<file path="src/rtl/cond_exec_unit_if.sv">
// Decoder-to-condition-unit bundle.
// Master drives the instruction side, slave returns predication.
interface cond_exec_unit_if #(
  parameter int NBANKS = 2,
  parameter int MAX_IT = 4,
  parameter int BW     = (NBANKS > 1) ? $clog2(NBANKS) : 1,
  parameter int LW     = $clog2(MAX_IT + 1)
);
  logic              en;
  logic              flush;
  logic [BW-1:0]     bank_sel;
  logic [3:0]        Cond;
  logic [3:0]        ALUFlags;
  logic [1:0]        FlagW;
  logic              it_start;
  logic [3:0]        it_cond;
  logic [LW-1:0]     it_len;
  logic [MAX_IT-1:0] it_then;
  logic              CondEx;
  logic [3:0]        Flags;
  logic              it_active;
  logic [LW-1:0]     it_remaining;
  logic              it_err;

  modport master (
    output en, flush, bank_sel, Cond,
    output ALUFlags, FlagW,
    output it_start, it_cond, it_len, it_then,
    input  CondEx, Flags, it_active,
    input  it_remaining, it_err
  );

  modport slave (
    input  en, flush, bank_sel, Cond,
    input  ALUFlags, FlagW,
    input  it_start, it_cond, it_len, it_then,
    output CondEx, Flags, it_active,
    output it_remaining, it_err
  );
endinterface

</file>
<file path="src/rtl/cond_exec_unit.sv">
// Banked NZCV flags, ARM condition check and IT-block sequencer.
// CondEx is combinational on registered state plus current inputs.
module cond_exec_unit #(
  parameter int NBANKS = 2,
  parameter int MAX_IT = 4,
  parameter int BW     = (NBANKS > 1) ? $clog2(NBANKS) : 1,
  parameter int LW     = $clog2(MAX_IT + 1)
) (
  input logic clk,
  input logic reset,
  cond_exec_unit_if.slave bus
);

  logic [3:0]        bank_q [NBANKS];
  logic [3:0]        flags;
  logic              act_q;
  logic [LW-1:0]     rem_q;
  logic [3:0]        base_q;
  logic [MAX_IT-1:0] mask_q;
  logic              err_q;
  logic [3:0]        ec;
  logic              cond_ok;
  logic              cex;
  logic              upd;
  logic              len_ok;

  // Select the registered flags of the addressed bank.
  always_comb begin
    flags = 4'b0000;
    for (int i = 0; i < NBANKS; i++) begin
      if (bus.bank_sel == BW'(i)) flags = bank_q[i];
    end
  end

  // Effective condition: decoder field outside IT, slot cond inside.
  always_comb begin
    ec = bus.Cond;
    if (act_q) begin
      if (base_q == 4'b1110) ec = base_q;
      else ec = {base_q[3:1], base_q[0] ^ ~mask_q[0]};
    end
  end

  // Evaluate the condition code against the selected flags.
  always_comb begin
    logic n, z, c, v, ge;
    n = flags[3];
    z = flags[2];
    c = flags[1];
    v = flags[0];
    ge = (n == v);
    cond_ok = 1'b1;
    unique case (ec)
      4'b0000: cond_ok = z;
      4'b0001: cond_ok = ~z;
      4'b0010: cond_ok = c;
      4'b0011: cond_ok = ~c;
      4'b0100: cond_ok = n;
      4'b0101: cond_ok = ~n;
      4'b0110: cond_ok = v;
      4'b0111: cond_ok = ~v;
      4'b1000: cond_ok = c & ~z;
      4'b1001: cond_ok = ~(c & ~z);
      4'b1010: cond_ok = ge;
      4'b1011: cond_ok = ~ge;
      4'b1100: cond_ok = ~z & ge;
      4'b1101: cond_ok = ~(~z & ge);
      4'b1110,
      4'b1111: cond_ok = 1'b1;
    endcase
  end

  // The IT instruction itself always executes.
  always_comb begin
    cex = cond_ok;
    if (bus.it_start && !act_q) cex = 1'b1;
  end

  assign upd    = bus.en && !bus.flush && cex;
  assign len_ok = (bus.it_len != '0) &&
                  (bus.it_len <= LW'(MAX_IT));

  // Flag banks: only the selected bank is written.
  always_ff @(posedge clk or negedge reset) begin
    if (!reset) begin
      for (int i = 0; i < NBANKS; i++) bank_q[i] <= 4'b0000;
    end else if (upd) begin
      for (int i = 0; i < NBANKS; i++) begin
        if (bus.bank_sel == BW'(i)) begin
          if (bus.FlagW[1]) bank_q[i][3:2] <= bus.ALUFlags[3:2];
          if (bus.FlagW[0]) bank_q[i][1:0] <= bus.ALUFlags[1:0];
        end
      end
    end
  end

  // IT sequencer: load, consume slots, flag misuse.
  always_ff @(posedge clk or negedge reset) begin
    if (!reset) begin
      act_q  <= 1'b0;
      rem_q  <= '0;
      base_q <= 4'b0000;
      mask_q <= '0;
      err_q  <= 1'b0;
    end else if (bus.flush) begin
      act_q <= 1'b0;
      rem_q <= '0;
      if (bus.en) err_q <= 1'b0;
    end else if (bus.en) begin
      if (act_q) begin
        rem_q  <= rem_q - LW'(1);
        mask_q <= mask_q >> 1;
        act_q  <= (rem_q != LW'(1));
        err_q  <= bus.it_start;
      end else if (bus.it_start) begin
        if (len_ok) begin
          base_q <= bus.it_cond;
          mask_q <= bus.it_then;
          rem_q  <= bus.it_len;
          act_q  <= 1'b1;
          err_q  <= 1'b0;
        end else begin
          err_q <= 1'b1;
        end
      end else begin
        err_q <= 1'b0;
      end
    end
  end

  assign bus.CondEx       = cex;
  assign bus.Flags        = flags;
  assign bus.it_active    = act_q;
  assign bus.it_remaining = rem_q;
  assign bus.it_err       = err_q;

endmodule

</file>
<file path="src/flat_wrapper.sv">
// flat-port wrapper written by rule: the top's interface ports become plain ports
module cond_exec_unit_flat 
#(
  parameter int NBANKS = 2,
  parameter int MAX_IT = 4,
  parameter int BW     = (NBANKS > 1) ? $clog2(NBANKS) : 1,
  parameter int LW     = $clog2(MAX_IT + 1)
)
  (clk, reset, bus_en, bus_flush, bus_bank_sel, bus_Cond, bus_ALUFlags, bus_FlagW, bus_it_start, bus_it_cond, bus_it_len, bus_it_then, bus_CondEx, bus_Flags, bus_it_active, bus_it_remaining, bus_it_err);
  cond_exec_unit_if #(.NBANKS(NBANKS), .MAX_IT(MAX_IT), .BW(BW), .LW(LW)) bus_i ();
  input logic clk;
  input logic reset;
  input wire logic [$bits(bus_i.en)-1:0] bus_en;
  input wire logic [$bits(bus_i.flush)-1:0] bus_flush;
  input wire logic [$bits(bus_i.bank_sel)-1:0] bus_bank_sel;
  input wire logic [$bits(bus_i.Cond)-1:0] bus_Cond;
  input wire logic [$bits(bus_i.ALUFlags)-1:0] bus_ALUFlags;
  input wire logic [$bits(bus_i.FlagW)-1:0] bus_FlagW;
  input wire logic [$bits(bus_i.it_start)-1:0] bus_it_start;
  input wire logic [$bits(bus_i.it_cond)-1:0] bus_it_cond;
  input wire logic [$bits(bus_i.it_len)-1:0] bus_it_len;
  input wire logic [$bits(bus_i.it_then)-1:0] bus_it_then;
  output wire logic [$bits(bus_i.CondEx)-1:0] bus_CondEx;
  output wire logic [$bits(bus_i.Flags)-1:0] bus_Flags;
  output wire logic [$bits(bus_i.it_active)-1:0] bus_it_active;
  output wire logic [$bits(bus_i.it_remaining)-1:0] bus_it_remaining;
  output wire logic [$bits(bus_i.it_err)-1:0] bus_it_err;
  assign bus_i.en = bus_en;
  assign bus_i.flush = bus_flush;
  assign bus_i.bank_sel = bus_bank_sel;
  assign bus_i.Cond = bus_Cond;
  assign bus_i.ALUFlags = bus_ALUFlags;
  assign bus_i.FlagW = bus_FlagW;
  assign bus_i.it_start = bus_it_start;
  assign bus_i.it_cond = bus_it_cond;
  assign bus_i.it_len = bus_it_len;
  assign bus_i.it_then = bus_it_then;
  assign bus_CondEx = bus_i.CondEx;
  assign bus_Flags = bus_i.Flags;
  assign bus_it_active = bus_i.it_active;
  assign bus_it_remaining = bus_i.it_remaining;
  assign bus_it_err = bus_i.it_err;
  cond_exec_unit #(.NBANKS(NBANKS), .MAX_IT(MAX_IT), .BW(BW), .LW(LW)) u_core (.clk(clk), .reset(reset), .bus(bus_i));
endmodule
</file>
<file path="config.mk">
export PLATFORM = sky130hd
export DESIGN_NAME = cond_exec_unit_flat
export DESIGN_NICKNAME = d
export VERILOG_FILES = /design/src/rtl/cond_exec_unit_if.sv /design/src/rtl/cond_exec_unit.sv /design/src/flat_wrapper.sv
export SDC_FILE = /design/constraint.sdc
export NUM_CORES = 1
export LEC_CHECK = 0
export ABC_AREA = 1
export BUFFER_PORTS_ARGS = -buffer_cell sky130_fd_sc_hd__buf_4
export CORE_ASPECT_RATIO = 1.4
export CORE_UTILIZATION = 56
export DETAILED_ROUTE_END_ITERATION = 16
export MAX_ROUTING_LAYER = met4
export PLACE_DENSITY = 0.95
export SETUP_SLACK_MARGIN = 0.3
export SYNTH_ARGS = -nofsm -noshare
export SYNTH_HDL_FRONTEND = slang
export SYNTH_SLANG_ARGS = --single-unit
export TNS_END_PERCENT = 50
</file>
<file path="constraint.sdc">
create_clock -name clk -period 4.51 [get_ports clk]
set_input_delay 0.451 -clock clk [delete_from_list [all_inputs] [get_ports clk]]
set_output_delay 0.451 -clock clk [all_outputs]
set_load 0.1 [all_outputs]
</file>
==> results.txt, run 1 <==
FF-to-FF Start -> u_core.bus.it_active
Mapped Cells -> 218
WP data arrival -> 2550 ps
Int Power -> 0.357 mW
final-report max-slew violation count -> 0
GRT Overall Usage -> 27.6%
Inst Count DP -> 283
PD cells -> 391 mW/mm²
CTS root buffer -> clkbuf_4
n_diodes -> 0
RSZ-0062 raised after global routing -> no
Routability Congestion -> 0.989
Synth Area per Inst -> 6.60 µm²
vias -> 1542
Flop pwr share -> 38.7%
Netlist cell types -> 26
CP max-delay cell -> dfrtp_1
grt total ovfl -> 0
CP Data Required Time -> 4060 ps
Min Clock Period, post-route -> 3000 ps
crit-path max FO -> 23
#FFs+latches synth -> 21
Hold Crit Class -> primary input to async pin
IO Pins -> 37
Syn Nets -> 247
Resized Gates After CTS -> 0
Comb pwr share -> 48.2%
DP Wirelength -> 2630 µm
Top delay family on crit path -> flip-flops
CTS Buffer Depth -> 2
Die Height -> 62.0 µm
status -> finished, final reports clean
Pleak -> 0.970 nW
kind of critical path -> register to output port
dpl ws -> 1880 ps
switching part of the total -> 47.5%
post-route insts no fill -> 287
largest net degree at the start of global routing -> 24
largest area contributor in the netlist -> dfrtp_1
dpl cell area -> 0.00171 mm²
H-tree levels -> 1
Sum Neg Setup Slack -> 0 ps
post-synthesis sequential area ratio -> 36.5%
Cell Area, Synth -> 0.00144 mm²
CTS buffer count -> 3
final non-filler cell area -> 0.00174 mm²
VDD IR max -> 0.267 mV
crit path capture type -> output port
1st-iter DRT viols -> 61
WL/cell -> 11.6 µm
share of cells above drive strength 1 -> 20.6%
fin worst setup slack -> 1510 ps
# hold bufs at CTS -> 0
CP Launch Type -> register
crit-path max cell delay -> 780 ps
Max-Cap Viols -> 0
first-pass GRT wire length -> 5580 µm
Final ANT Viol Nets -> 0
critical path buffer and inverter count -> 3
CTS tree -> built
Clk pwr share -> 13.2%
number of antenna violations at the first check in global routing -> 0
largest cells by area after synthesis -> dfrtp_1 37%, nand2_1 20%, inv_1 7.0%
Synth top area share -> 36.5%
net switching power -> 0.323 mW
Post-Route WL -> 3320 µm
number of global-route vias before repair -> 1403
die outline area -> 0.00278 mm²
P&R area growth vs syn -> 20.9%
Initial Utilization -> 59.5%
slew of the pin with the lowest slew margin -> 847 ps
final setup violation count -> 0
Final Cycle Share -> 66.6%
final-report hold violation count -> 0
Final Skew -> 3.94 ps
number of setup buffers added after CTS -> 0
yosys warns -> 0
# rows -> 21
DRC viols -> 0
fill cell count -> 209
Core Box Area -> 0.00242 mm²
die width -> 44.8 µm
Clk pin slew, worst setup/hold paths -> 110 ps
FMAX -> 333 MHz
relative slew slack -> 43.3%
worst setup path startpoint -> u_core.bus.it_active
Via density -> 5.37
detailed-router iteration count before antenna repair -> 4
FF+latch area -> 526 µm²
multi-input logic area -> 762 µm²
clock sinks -> 21
port buffer count -> 36
worst-path cell chain -> inv_2, nand2_2, nand2_2, nor2_2, inv_2, o211ai_1, nand2_1, nand2_1, nand3_2, buf_4
# nets final -> 283
clock latency on the worst-skew pair -> 300 ps
metrics by stage:
step	total power, mW	util (%)	hold slack (ps)
floorplan	0.514	-	155
global placement	0.578	70.9	346
detailed placement	0.591	70.9	348
CTS	0.679	71.9	19.0
global route	0.721	71.9	19.0
finish	0.679	71.9	12.5
placed cells by master (no fill, tap or decap):
cell       n
or2_0      1
inv_2      3
clkbuf_1   1
o22ai_1    3
nand2_2    7
nand3_1   17
buf_4     36
nor3_1     1
o211ai_1   1
nand4_1    9
o31ai_1    2
xor2_1     1
o21ai_0    9
xnor2_1    1
nor2_2     1
nand3_2    2
dfrtp_1   21
clkbuf_4   3
a32o_1     1
nand2_1   75
nor2_1    21
o21ai_1    1
inv_1     27
a21oi_1    7
ha_1       2
power by group through the flow:
stage	clock network [mW]	logic (mW)	registers, mW
finish	0.0895	0.327	0.263
global route	0.0957	0.358	0.268
CTS	0.0903	0.327	0.262
detailed placement	0	0.326	0.265
global placement	0	0.316	0.263
floorplan	0	0.238	0.276
routing by layer:
layer | GRT usage (%) | up-vias | wire length (µm)
met1 | 33.1 | 723 | 1340
met2 | 48.9 | 49 | 1830
met3 | 2.60 | 4 | 137
li1 | - | 766 | -
met5 | - | - | 0
met4 | 8.23 | 0 | 22
layout make-up:
cell class              count  area share (%)
flip-flops and latches     21            30.2
multi-input cells         162            43.8
inverters                  30            6.47
clock buffers               4            1.51
well taps                  34            2.45
repair buffers             36            15.5
kinds of logic (layout without fill, tap and decap cells):
kind of cell	count (synthesis)	in the layout	share of synthesized area (%)
xor+xnor	2	2	1.22
flops	21	21	36.5
compound gates	24	24	9.48
simple gates	134	134	40.5
fa+ha+maj	2	2	1.74
buf+inv	35	70	10.5
flip-flops by register name, summed over array words and instances (netlist names):
name,count
u_core.base_q,4
u_core.bank_q,8
u_core.bus.it_active,1
u_core.bus.it_remaining,3
u_core.mask_q,4
u_core.bus.it_err,1
synthesized netlist by cell type:
cell type,instances
buf_6,2
a21oi_1,7
buf_4,1
nand4_1,9
nand3_1,17
o22ai_1,3
o21ai_0,9
o31ai_1,2
clkbuf_1,1
nand2_2,7
o211ai_1,1
nor2_1,21
xnor2_1,1
ha_1,2
inv_1,27
xor2_1,1
buf_2,1
dfrtp_1,21
nand3_2,2
inv_2,3
nor3_1,1
nor2_2,1
or2_0,1
o21ai_1,1
nand2_1,75
a32o_1,1
worst register-to-register path, delay by kind of cell, from the launching register on:
| family | cells | cell delay [ps] |
|---|---|---|
| DFF | 1 | 780 |
| AOI/OAI and AO/OA | 1 | 120 |
| buffers and inverters | 2 | 270 |
| and+or+nand+nor | 10 | 1050 |
worst paths after layout:
check	to	slack [ps]	depth (start not counted)
min in group clk	u_core.bank_q[5]	400	3
worst max register to register	u_core.bank_q[6]	2200	13
worst min register to register	u_core.bank_q[5]	490	2
worst min-delay path	u_core.mask_q[2]	10	1
worst max-delay path	bus_CondEx	1510	10
max in group asynchronous	u_core.bus.it_active	4290	1
(Power assumes the default switching activity.)
==> inputs of run 2 (changes only) <==
Settings changed: ABC_AREA 1 to 0, CORE_UTILIZATION 56 to 53, PLACE_DENSITY 0.95 to 0.91.
Clock period 4.51 ns to 2.9 ns, I/O delays scaled along.
==> results.txt, run 2 <==
Final Skew -> 3.93 ps (-0.0109 ps)
number of antenna violations at the first check in global routing -> 0 (unchanged)
grt total ovfl -> 0 (unchanged)
Mapped Cells -> 148 (-32%)
cell with the most instances after synthesis -> dfrtp_1
CTS buffer count -> 3 (unchanged)
DRC viols -> 0 (unchanged)
CTS tree -> built
largest cells by area after synthesis -> dfrtp_1 35%, mux2_1 6.1%, mux2i_1 4.7%
Sum Neg Setup Slack -> 0 ps (unchanged)
CP Launch Type -> register
Via density -> 5.97 (+11%)
final setup violation count -> 0 (unchanged)
Int Power -> 0.649 mW (+82%)
Netlist cell types -> 47 (+81%)
Post-Route WL -> 3890 µm (+17%)
Initial Utilization -> 56.2% (-3.4 points)
Clk pwr share -> 11.3% (-1.9 points)
top sig layer -> met4
Max-Cap Viols -> 0 (unchanged)
Flop pwr share -> 36.2% (-2.5 points)
port buffer count -> 36 (unchanged)
1st-iter DRT viols -> 46 (-25%)
largest net degree at the start of global routing -> 22 (-8.3%)
Pleak -> 0.818 nW (-16%)
H-tree levels -> 1 (unchanged)
CTS Buffer Depth -> 2 (unchanged)
fin worst setup slack -> 247 ps (-1260 ps)
vias -> 1350 (-12%)
Core Box Area -> 0.00264 mm² (+9.3%)
Die Height -> 64.6 µm (+4.3%)
DP Wirelength -> 2680 µm (+1.8%)
Comb pwr share -> 52.5% (+4.3 points)
M1 WL -> 1520 µm (+14%)
commonest non-fill, non-tap cell in the layout -> buf_4
detailed route wirelength on metal3 -> 88 µm (-36%)
Synth Area per Inst -> 10.0 µm² (+52%)
post-synthesis sequential area ratio -> 35.4% (-1.1 points)
crit-path max FO -> 8 (-65%)
IO Pins -> 37 (unchanged)
Min Clock Period, post-route -> 2650 ps
net switching power -> 0.566 mW (+75%)
die width -> 46.7 µm (+4.2%)
first-pass GRT wire length -> 6020 µm (+7.9%)
number of synthesized flops with an enable pin -> 0 (unchanged)
Synth top area share -> 35.4% (-1.1 points)
GRT Overall Usage -> 28.5% (+0.96 points)
WL/cell -> 17.2 µm (+49%)
commonest cells after routing, fill and taps aside -> 40 x buf_4, 19 x dfrtp_1, 15 x nor2_1, 11 x inv_1, 8 x mux2_1
Syn Nets -> 177 (-28%)
CTS root buffer -> clkbuf_4
switching part of the total -> 46.6% (-0.93 points)
PD cells -> 631 mW/mm² (+62%)
n_diodes -> 0 (unchanged)
crit path capture type -> output port
clock latency on the worst-skew pair -> 300 ps (about the same)
CP Data Required Time -> 2610 ps (-1450 ps)
Routability Congestion -> 0.843 (-15%)
max reg flops -> 8 (unchanged)
Final ANT Viol Nets -> 0 (unchanged)
yosys warns -> 0 (unchanged)
kind of critical path -> register to output port
Async S/R FF share, synth -> 100% (unchanged)
status -> finished, final reports clean
post-layout util -> 72.8% (+0.88 points)
#FFs+latches synth -> 21 (unchanged)
FMAX -> 377 MHz
share of cells above drive strength 1 -> 40.0% (+19 points)
die outline area -> 0.00302 mm² (+8.6%)
biggest regs -> u_core.bank_q (8), u_core.base_q (4), u_core.mask_q (4)
Hold Crit Class -> primary input to register
relative slew slack -> 62.1% (+19 points)
largest area contributor in the netlist -> dfrtp_1
slew of the pin with the lowest slew margin -> 564 ps (-283 ps)
ys flop type -> dfrtp_1
number of global-route vias before repair -> 1349 (-3.8%)
Biggest register -> u_core.bank_q
dpl ws -> 364 ps (-1520 ps)
Final Cycle Share -> 91.5%
met2 wire len -> 2070 µm (+13%)
Commonest cells post-synth -> 21 x dfrtp_1, 15 x nor2_1, 11 x inv_1, 8 x mux2_1
fill cell count -> 207 (-0.96%)
P&R area growth vs syn -> 29.7%
final-report hold violation count -> 0 (unchanged)
WP data arrival -> 2360 ps (-190 ps)
# nets final -> 220 (-22%)
# rows -> 22 (+4.8%)
Clk pin slew, worst setup/hold paths -> 110 ps (about the same)
clock sinks -> 21 (unchanged)
final-report max-slew violation count -> 0 (unchanged)
Cell Area, Synth -> 0.00148 mm² (+3.1%)
detailed-router iteration count before antenna repair -> 4 (unchanged)
VDD IR max -> 0.403 mV (+51%)
RSZ-0062 raised after global routing -> yes
run 2: worst max-delay path: stages, from the launching register on:
cell	delay [ps]
dfrtp_4	540
buf_4	170
nor4bb_1	140
a21oi_1	220
nor2_1	150
nor3b_4	280
o221ai_2	150
or2_4	260
buf_12	160
run 2: what timing repair did:
item	CTS	global route
hold endpoints to repair	21	0
pin swaps	2	5
endpoints found under the setup margin	1	1
resized for setup	8	8
buffers inserted	7	0
cloned	0	0
hold buffers	1	0
run 2: logic make-up (layout without fill, tap and decap cells):
logic type      after synthesis  in the layout  synth area share [%]
compound gates               38             38                  21.0
xor+xnor                      4              4                  2.36
fa+ha+maj                     2              2                  1.69
buf+inv                      18             60                  7.25
flops                        21             21                  35.4
mux                          22             22                  16.5
simple gates                 43             43                  15.8
run 2: worst paths after layout:
path	from	end	slack, ps	depth (start not counted)
worst min-delay path	bus_flush	u_core.bus.it_remaining[1]	180	2
worst max-delay path	u_core.bus.it_active	bus_CondEx	250	8
max in group asynchronous	reset	u_core.bus.it_active	2280	2
worst max register to register	u_core.bus.it_active	u_core.bank_q[0]	410	9
min in group asynchronous	reset	u_core.bank_q[5]	380	2
worst min register to register	u_core.bus.it_err	u_core.bus.it_err	520	1
run 2: layer usage:
metal | vias up | global-route usage (%)
met4 | 0 | 19.3
met2 | 47 | 45.1
met1 | 652 | 32.7
met3 | 16 | 2.79
met5 | - | -
li1 | 635 | -
run 2: area by class of cell:
class	instances	area (µm²)	area share (%)
clock buffer	4	26.3	1.37
inverter	12	58.8	3.06
sequential	21	531	27.6
timing repair buffer	44	355	18.5
multi-input combinational	109	908	47.2
tap	36	45.0	2.34
run 2: through the flow:
stage | std cells | hold WS, ps | power [mW] | cell area, µm²
6_report | 226 | 182 | 1.21 | 1920
5_1_grt | 226 | 174 | 1.27 | 1920
4_1_cts | 226 | 169 | 1.19 | 1890
3_5_place_dp | 214 | 186 | 1.00 | 1760
3_3_place_gp | 214 | 181 | 0.983 | 1760
2_1_floorplan | 148 | -5.59 | 0.874 | 1490
run 2: power by group through the flow:
stage,Combinational (mW),Sequential (mW),Clock [mW]
after floorplan,0.422,0.452,0
after global placement,0.542,0.442,0
after detailed placement,0.555,0.449,0
after CTS,0.609,0.435,0.143
after global routing,0.671,0.448,0.152
final,0.638,0.439,0.138
==> inputs of run 3 (changes only) <==
Settings changed: SETUP_SLACK_MARGIN 0.3 to not set.
==> results.txt, run 3 (synthesis results as in run 2) <==
final-report max-slew violation count -> 0 (unchanged)
CP Launch Type -> register
FMAX -> 356 MHz (-5.6%)
kind of critical path -> register to output port
Routability Congestion -> 0.995 (+18%)
Sum Neg Setup Slack -> 0 ps (unchanged)
die outline area -> 0.00302 mm² (unchanged)
number of global-route vias before repair -> 1299 (-3.7%)
commonest non-fill, non-tap cell in the layout -> buf_4
Hold Path Origin -> bus_flush
die width -> 46.7 µm (unchanged)
slew of the pin with the lowest slew margin -> 565 ps (+0.723 ps)
Final ANT Viol Nets -> 0 (unchanged)
CTS buffer count -> 3 (unchanged)
Via density -> 5.87 (-1.7%)
H-tree levels -> 1 (unchanged)
biggest regs -> u_core.bank_q (8), u_core.base_q (4), u_core.mask_q (4)
RSZ-0062 raised after global routing -> no
number of antenna violations at the first check in global routing -> 0 (unchanged)
CTS tree -> built
final-report hold violation count -> 0 (unchanged)
Final Skew -> 1.82 ps (-2.11 ps)
P&R area growth vs syn -> 25.0%
port buffer count -> 36 (unchanged)
PD cells -> 638 mW/mm² (+1.0%)
vias -> 1309 (-3.0%)
Pleak -> 0.786 nW (-3.9%)
DRC viols -> 0 (unchanged)
n_diodes -> 0 (unchanged)
Biggest register -> u_core.bank_q
WL/cell -> 16.3 µm (-5.6%)
Initial Utilization -> 56.2% (unchanged)
CTS root buffer -> clkbuf_4
IO Pins -> 37 (unchanged)
Core Box Area -> 0.00264 mm² (unchanged)
Post-Route WL -> 3620 µm (-6.8%)
largest net degree at the start of global routing -> 22 (unchanged)
share of cells above drive strength 1 -> 37.4% (-2.6 points)
reg2reg path depth -> 8 (-1)
FF-to-FF Start -> u_core.base_q[2]
status -> finished, final reports clean
DP Wirelength -> 2690 µm (+0.60%)
clock latency on the worst-skew pair -> 300 ps (about the same)
max reg flops -> 8 (unchanged)
crit-path max FO -> 6 (-2)
CTS Buffer Depth -> 2 (unchanged)
Clk pin slew, worst setup/hold paths -> 110 ps (about the same)
WHS Path Cells -> 2 (unchanged)
Min Clock Period, post-route -> 2810 ps (+158 ps)
VDD IR max -> 0.555 mV (+38%)
first-pass GRT wire length -> 5640 µm (-6.4%)
Die Height -> 64.6 µm (unchanged)
Hold EP -> u_core.bus.it_remaining[1]
Reg2Reg Setup Slack -> 360 ps (-50 ps)
Hold Crit Class -> primary input to register
crit path capture type -> output port
GRT Overall Usage -> 26.0% (-2.6 points)
Max-Cap Viols -> 0 (unchanged)
1st-iter DRT viols -> 39 (-15%)
# nets final -> 217 (-1.4%)
clock sinks -> 21 (unchanged)
post-layout util -> 70.2% (-2.6 points)
detailed-router iteration count before antenna repair -> 4 (unchanged)
final hold slack -> 187 ps (+5.59 ps)
WP data arrival -> 2520 ps (+160 ps)
# rows -> 22 (unchanged)
CP Data Required Time -> 2610 ps (about the same)
relative slew slack -> 62.1% (about the same)
commonest cells after routing, fill and taps aside -> 40 x buf_4, 18 x dfrtp_1, 15 x nor2_1, 11 x inv_1, 8 x mux2_1
R2R Path End -> u_core.bank_q[2]
Final Cycle Share -> 96.9% (+5.4 points)
grt total ovfl -> 0 (unchanged)
final setup violation count -> 0 (unchanged)
## run 3: cell count changes in the layout (fill, tap and decap cells not counted), sizes merged
| cell | previous run | this run |
|---|---|---|
| buf | 43 | 40 |
## run 3: worst max-delay path, cell delays in order (launching register included)
cell and delay, ps:
dfrtp_2 460, a311o_1 370, a21oi_2 230, a21oi_2 100, o32ai_2 350, o221ai_4 180
or2_2 300, buf_4 230
## run 3: how the worst max path moves through the flow
| stage | start | to | cells past startpoint |
|---|---|---|---|
| floorplan | u_core.bus.it_active | bus_CondEx | 8 |
| detailed placement | u_core.bus.it_active | bus_CondEx | 7 |
| global route | u_core.base_q[2] | bus_CondEx | 7 |
| global placement | u_core.bus.it_active | bus_CondEx | 6 |
| finish | u_core.base_q[2] | bus_CondEx | 7 |
| CTS | u_core.base_q[2] | bus_CondEx | 7 |
## run 3: layer usage
| layer | global-route usage [%] | part of all wire [%] |
|---|---|---|
| met4 | 10.0 | 3.1 |
| met2 | 43.2 | 54 |
| met3 | 4.18 | 4.4 |
| met5 | - | 0 |
| met1 | 30.2 | 38 |
## run 3: per-stage QoR
| step | cell area, µm² | instances | setup slack, ps | power [mW] |
|---|---|---|---|---|
| floorplan | 1490 | 148 | 195 | 0.871 |
| global placement | 1750 | 214 | 339 | 0.980 |
| detailed placement | 1750 | 214 | 170 | 1.01 |
| CTS | 1800 | 220 | 16.2 | 1.15 |
| global route | 1860 | 223 | 15.0 | 1.24 |
| finish | 1860 | 223 | 89.0 | 1.18 |
## run 3: cell type report
cell class / instances / area [µm²]
Multi-Input combinational cell: 109 / 883
Fill cell: 220 / 787
Sequential cell: 21 / 532
Timing Repair Buffer: 41 / 310
Inverter: 12 / 58.8
Tap cell: 36 / 45.0
Clock buffer: 4 / 26.3
## run 3: report_power, final
group	internal, mW	switching (mW)	leakage [nW]
Sequential	0.366	0.0821	0.254
Clock	0.0536	0.0861	0.0150
Combinational	0.206	0.390	0.517
## run 3: timing repair
action,CTS,global route
buffers inserted,1,3
gates resized for setup,1,7
setup endpoints to repair,1,1
pin swaps,0,1
hold buffers,1,0
endpoints found under the hold margin,21,0
